### src/rtl/frame_buf_mgr.sv
// frame_buf_mgr: N-buffer frame-store manager handing buffer index/base to writer and reader.
// Optional frame statistics counters are enabled by defining FRAME_BUF_MGR_STATS_EN.
module frame_buf_mgr #(
   parameter  int NUM_BUF     = 3,
   parameter  int ADDR_W      = 24,
   parameter  int FRAME_WORDS = 786432,
   parameter  int BASE_ADDR   = 0,
   parameter  int CNT_W       = 16,
   localparam int IDX_W       = (NUM_BUF > 2) ? $clog2(NUM_BUF) : 1
) (
   input  logic              clk,
   input  logic              rest_n,
   input  logic              wr_start,
   input  logic              wr_done,
   input  logic              rd_start,
   input  logic              freeze,
   output logic [IDX_W-1:0]  wr_idx,
   output logic [ADDR_W-1:0] wr_base,
   output logic [IDX_W-1:0]  rd_idx,
   output logic [ADDR_W-1:0] rd_base,
   output logic              wr_busy,
   output logic              new_frame,
   output logic [CNT_W-1:0]  drop_cnt,
   output logic [CNT_W-1:0]  wr_frame_cnt,
   output logic [CNT_W-1:0]  rd_frame_cnt
);

   localparam int SUM_W = ADDR_W + IDX_W;

   typedef enum logic {
      W_IDLE,
      W_ACTIVE
   } wstate_e;

   function automatic logic [ADDR_W-1:0] base_of(input logic [IDX_W-1:0] idx);
      logic [SUM_W-1:0] sum;
      sum = SUM_W'(BASE_ADDR) + SUM_W'(idx) * SUM_W'(FRAME_WORDS);
      return sum[ADDR_W-1:0];
   endfunction

   wstate_e           state_q, state_d;
   logic [IDX_W-1:0]  wr_idx_q, wr_idx_d;
   logic [IDX_W-1:0]  rd_idx_q, rd_idx_d;
   logic [IDX_W-1:0]  rdy_idx_q, rdy_idx_d;
   logic              rdy_valid_q, rdy_valid_d;
   logic              new_frame_q, new_frame_d;
   logic [ADDR_W-1:0] wr_base_q, wr_base_d;
   logic [ADDR_W-1:0] rd_base_q, rd_base_d;
   logic [CNT_W-1:0]  drop_q, drop_d;

   logic              done_acc;
   logic              excl_v;
   logic [IDX_W-1:0]  excl_idx;
   logic [IDX_W:0]    cand_w;
   logic [IDX_W-1:0]  cand;
   logic [IDX_W-1:0]  alloc_idx;
   logic              found;

   assign done_acc = (state_q == W_ACTIVE) && wr_done;

   // A frame completing this cycle supersedes the old ready frame, so only
   // the completing buffer needs protecting in that case.
   assign excl_v   = done_acc | rdy_valid_q;
   assign excl_idx = done_acc ? wr_idx_q : rdy_idx_q;

   always_comb begin
      alloc_idx = wr_idx_q;
      found     = 1'b0;
      cand_w    = '0;
      cand      = '0;
      for (int k = 1; k < NUM_BUF; k++) begin
         cand_w = {1'b0, wr_idx_q} + (IDX_W+1)'(k);
         if (cand_w >= (IDX_W+1)'(NUM_BUF)) begin
            cand_w = cand_w - (IDX_W+1)'(NUM_BUF);
         end
         cand = cand_w[IDX_W-1:0];
         if (!found && (cand != rd_idx_q) &&
             !(excl_v && (cand == excl_idx))) begin
            alloc_idx = cand;
            found     = 1'b1;
         end
      end
   end

   always_comb begin
      state_d     = state_q;
      wr_idx_d    = wr_idx_q;
      rd_idx_d    = rd_idx_q;
      rdy_idx_d   = rdy_idx_q;
      rdy_valid_d = rdy_valid_q;
      new_frame_d = 1'b0;
      drop_d      = drop_q;

      if (done_acc) begin
         state_d     = W_IDLE;
         rdy_idx_d   = wr_idx_q;
         rdy_valid_d = 1'b1;
         if (rdy_valid_q && (drop_q != '1)) begin
            drop_d = drop_q + CNT_W'(1);
         end
      end

      // Uses the post-completion ready slot so a coincident done is taken directly.
      if (rd_start && !freeze && rdy_valid_d) begin
         rd_idx_d    = rdy_idx_d;
         rdy_valid_d = 1'b0;
         new_frame_d = 1'b1;
      end

      if (wr_start && (state_d == W_IDLE)) begin
         state_d  = W_ACTIVE;
         wr_idx_d = alloc_idx;
      end

      wr_base_d = base_of(wr_idx_d);
      rd_base_d = base_of(rd_idx_d);
   end

   always_ff @(posedge clk) begin
      if (!rest_n) begin
         state_q     <= W_IDLE;
         wr_idx_q    <= IDX_W'(NUM_BUF - 1);
         rd_idx_q    <= '0;
         rdy_idx_q   <= '0;
         rdy_valid_q <= 1'b0;
         new_frame_q <= 1'b0;
         wr_base_q   <= base_of(IDX_W'(NUM_BUF - 1));
         rd_base_q   <= base_of('0);
         drop_q      <= '0;
      end else begin
         state_q     <= state_d;
         wr_idx_q    <= wr_idx_d;
         rd_idx_q    <= rd_idx_d;
         rdy_idx_q   <= rdy_idx_d;
         rdy_valid_q <= rdy_valid_d;
         new_frame_q <= new_frame_d;
         wr_base_q   <= wr_base_d;
         rd_base_q   <= rd_base_d;
         drop_q      <= drop_d;
      end
   end

   assign wr_idx    = wr_idx_q;
   assign wr_base   = wr_base_q;
   assign rd_idx    = rd_idx_q;
   assign rd_base   = rd_base_q;
   assign wr_busy   = (state_q == W_ACTIVE);
   assign new_frame = new_frame_q;
   assign drop_cnt  = drop_q;

`ifdef FRAME_BUF_MGR_STATS_EN
   logic [CNT_W-1:0] wr_cnt_q, wr_cnt_d;
   logic [CNT_W-1:0] rd_cnt_q, rd_cnt_d;

   always_comb begin
      wr_cnt_d = wr_cnt_q;
      rd_cnt_d = rd_cnt_q;
      if (done_acc) begin
         wr_cnt_d = wr_cnt_q + CNT_W'(1);
      end
      if (rd_start) begin
         rd_cnt_d = rd_cnt_q + CNT_W'(1);
      end
   end

   always_ff @(posedge clk) begin
      if (!rest_n) begin
         wr_cnt_q <= '0;
         rd_cnt_q <= '0;
      end else begin
         wr_cnt_q <= wr_cnt_d;
         rd_cnt_q <= rd_cnt_d;
      end
   end

   assign wr_frame_cnt = wr_cnt_q;
   assign rd_frame_cnt = rd_cnt_q;
`else
   assign wr_frame_cnt = '0;
   assign rd_frame_cnt = '0;
`endif

endmodule

### config.mk
export PLATFORM = sky130hd
export DESIGN_NAME = frame_buf_mgr
export DESIGN_NICKNAME = d
export VERILOG_FILES = /design/src/rtl/frame_buf_mgr.sv
export SDC_FILE = /design/constraint.sdc
export NUM_CORES = 1
export LEC_CHECK = 0
export ABC_AREA = 1
export CORE_MARGIN = 3
export CORE_UTILIZATION = 35
export CTS_CLUSTER_DIAMETER = 150
export DETAILED_ROUTE_END_ITERATION = 8
export PLACE_DENSITY = 0.73
export SLEW_MARGIN = 10
export SYNTH_ARGS = -nofsm -noshare
export SYNTH_HDL_FRONTEND = slang
export SYNTH_SLANG_ARGS = --single-unit
export TNS_END_PERCENT = 20
### constraint.sdc
create_clock -name clk -period 1.95 [get_ports clk]
set_clock_uncertainty 0.1 [all_clocks]
set_input_delay 0.2925 -clock clk [delete_from_list [all_inputs] [get_ports clk]]
set_output_delay 0.2925 -clock clk [all_outputs]
set_load 0.05 [all_outputs]
==> results.ini <==
[logic_synthesis]
netlist_area_um2 = 2260
yosys_warnings = 0
synth_area_per_cell_um2 = 7.09
ys_seq_area_frac = 0.274
yosys_register_bits = 31
syn-instance-count = 319
yosysUniqueCellTypes = 30

[sta]
tightest_slew_ns = 0.506
period_needed_ns = 2.02
hold_viol_final = 0
rsz0062_at_grt = yes
slew_headroom = 0.662
timing.hold.ws_ns = 0.397
fmax_ghz = 0.495
setup_viol = 2
fin_ws_ns = -0.0685
maxSlewViolCount = 0
post-route-period-util = 1.04

[pwr]
power_frac_comb = 0.450
power_frac_seq = 0.277
clkPwrFrac = 0.273
ir_drop_uv = 622
swShare = 0.418
p_sw_uw = 1080
intPower_uw = 1500
p_leak_uw = 0.00138
powerDensity_nw_per_um2 = 922

[floorplanning]
fp-row-count = 28
dieArea_um2 = 7460
fp.dieW_um = 86.4
die_h_um = 86.4
core_um2 = 6100
ios = 108
initial_core_util = 0.371

[place]
io_buffers = 35
gp_congestion = 0.938
pre_cts_slack_ns = -0.391
numPlacedInstances = 448
hpwl_um = 3780

[min_path]
hold_path.class = register to register
min_to = drop_cnt[15]$_SDFFE_PN0P_
hp-start = drop_cnt[15]$_SDFFE_PN0P_
hold-path-cell-count = 2

[worst_setup_path]
endpoint_kind = register
critPathArrivalTime_ns = 2.09
r2r-start = wr_idx[1]$_SDFF_PN1_
crit_type = register to register
crit_fanout = 5
crit_path_start_kind = register
r2r_end = wr_base[20]$_SDFF_PN1_
rr_worst_depth = 11
reg2reg_setup_slack_ns = -0.07
crit_required_ns = 2.02

[routing]
via_per_inst = 4.34
drc = 0
drt_iter0_markers = 52
wire_per_inst_um = 10.5
antenna_left = 0
wirelength_um = 4840
via_count = 1996
drt_first_pass_iters = 4

[clock_network]
htreeDepth = 2
cts_buffers = 5
holdBufCountCts = 0
cts.path.max_buffers = 2
clk_pin_slew_ns = 0.06
cts_num_sinks = 31
cts_root_buf = clkbuf_8
clock_latency_ns = 0.28
cts_tree = yes

[grt]
grt_pass1_wl_um = 7320
track_usage = 0.122
grt_max_degree = 18
antenna_found_initial = 0
overflow = 0
grt_pass1_vias = 1686

[final_layout]
nFillCells = 625
area_growth_pct = 23.6
instances_no_fill = 460
drive_gt1_frac = 0.244
antennaDiodeCount = 0
nets = 396

[run_status]
violations = setup timing
run_status = complete, but fails checks

[run]
drv_cap = 0

metal layers:
layer,part of all wire,GRT usage
met1,0.41,0.137
met2,0.50,0.220
met3,0.080,0.0314
met4,0.012,0.0453
met5,0,0
synthesized netlist by cell type:
master,instances,area (µm²)
a21boi_2,1,11.3
a21oi_1,15,75.1
a21oi_2,1,8.76
buf_2,1,5.00
buf_4,74,556
buf_6,2,22.5
clkbuf_1,1,3.75
clkinv_1,1,3.75
conb_1,1,3.75
dfxtp_1,31,621
ha_1,6,75.1
inv_1,32,120
inv_2,3,11.3
nand2_1,62,233
nand2_2,5,31.3
nand2_4,1,11.3
nand3_1,27,135
nand4_1,4,25.0
nor2_1,19,71.3
nor2_2,2,12.5
nor3_1,6,30.0
nor3_2,1,10.0
nor4_4,1,21.3
o21ai_0,5,25.0
o21ai_1,2,10.0
o21bai_2,1,11.3
o22ai_1,1,6.26
or2_2,1,6.26
xnor2_1,5,43.8
xor2_1,7,61.3
worst max path at each step:
stage,start,to,slack (ns),depth (start not counted)
floorplan,wr_idx[1]$_SDFF_PN1_,wr_base[20]$_SDFF_PN1_,-0.06,11
global placement,wr_done,wr_base[20]$_SDFF_PN1_,-0.31,12
detailed placement,wr_done,wr_base[20]$_SDFF_PN1_,-0.39,12
CTS,wr_idx[1]$_SDFF_PN1_,wr_base[20]$_SDFF_PN1_,-0.04,11
global route,wr_idx[1]$_SDFF_PN1_,wr_base[20]$_SDFF_PN1_,-0.14,12
finish,wr_idx[1]$_SDFF_PN1_,wr_base[20]$_SDFF_PN1_,-0.07,11
area by class of cell:
class / count / area, µm² / area share
inverter: 36 / 138 / 0.0492
multi-input combinational: 245 / 1280 / 0.457
tap: 75 / 93.8 / 0.0336
timing repair buffer: 65 / 528 / 0.189
clock buffer: 7 / 97.6 / 0.0349
clock inverter: 1 / 30.0 / 0.0107
sequential: 31 / 632 / 0.226
cell usage in the layout, fill, tap and decap left out, drive strengths merged, types with 2 or more instances in the layout:
master	count
inv	35
ha	6
xor2	7
o21ai	7
nand3	27
xnor2	5
nand2	68
buf	48
nand4	4
a21oi	16
clkbuf	7
nor2	21
dfxtp	31
nor3	7
clkdlybuf4s50	15
dlygate4sd2	2
conb	72
power groups by stage:
stage | Sequential [µW] | Clock [µW] | Combinational [µW]
after floorplan | 856 | 0 | 817
after global placement | 727 | 0 | 1040
after detailed placement | 726 | 0 | 1050
after CTS | 712 | 722 | 1060
after global routing | 719 | 753 | 1250
final | 712 | 704 | 1160
per-stage QoR:
step | total power [µW] | cell area, µm² | setup TNS [ns] | util
floorplan | 1670 | 2570 | -0.0689 | -
CTS | 2490 | 2710 | -0.0444 | 0.445
finish | 2580 | 2800 | -0.0957 | 0.459
global placement | 1760 | 2580 | -2.09 | 0.423
detailed placement | 1780 | 2580 | -3.31 | 0.423
global route | 2720 | 2800 | -0.273 | 0.459
kinds of logic after synthesis:
kind of cell	after synthesis	share of synthesized area
other cells	1	0.00166
simple gates	129	0.260
buf+inv	114	0.319
xor+xnor	12	0.0465
compound gates	26	0.0653
flops	31	0.274
fa+ha+maj	6	0.0332
what timing repair did:
action | in CTS | in global routing
buffers inserted | 0 | 4
setup endpoints to repair | 3 | 8
pin swaps | 0 | 13
resized for setup | 4 | 12
sequential cells by signal, indices dropped and copies added, names as in the netlist:
| signal | count |
|---|---|
| rd_base | 3 |
| wr_base | 3 |
| drop_cnt | 16 |
| new_frame | 1 |
| wr_idx | 2 |
| rd_idx | 2 |
| rdy_idx_q | 2 |
| rdy_valid_q | 1 |
| wr_busy | 1 |
worst max-delay path, cell delays in order, from the launching register on:
cell and delay, ns:
dfxtp_4 0.37, inv_4 0.04, ha_4 0.30, xor2_1 0.15
nor2_1 0.08, o21bai_4 0.19, nand2_1 0.08, nand2_1 0.05
nand2_1 0.08, nand2_1 0.07, ha_2 0.17, or2_4 0.21
(Power assumes the default switching activity.)
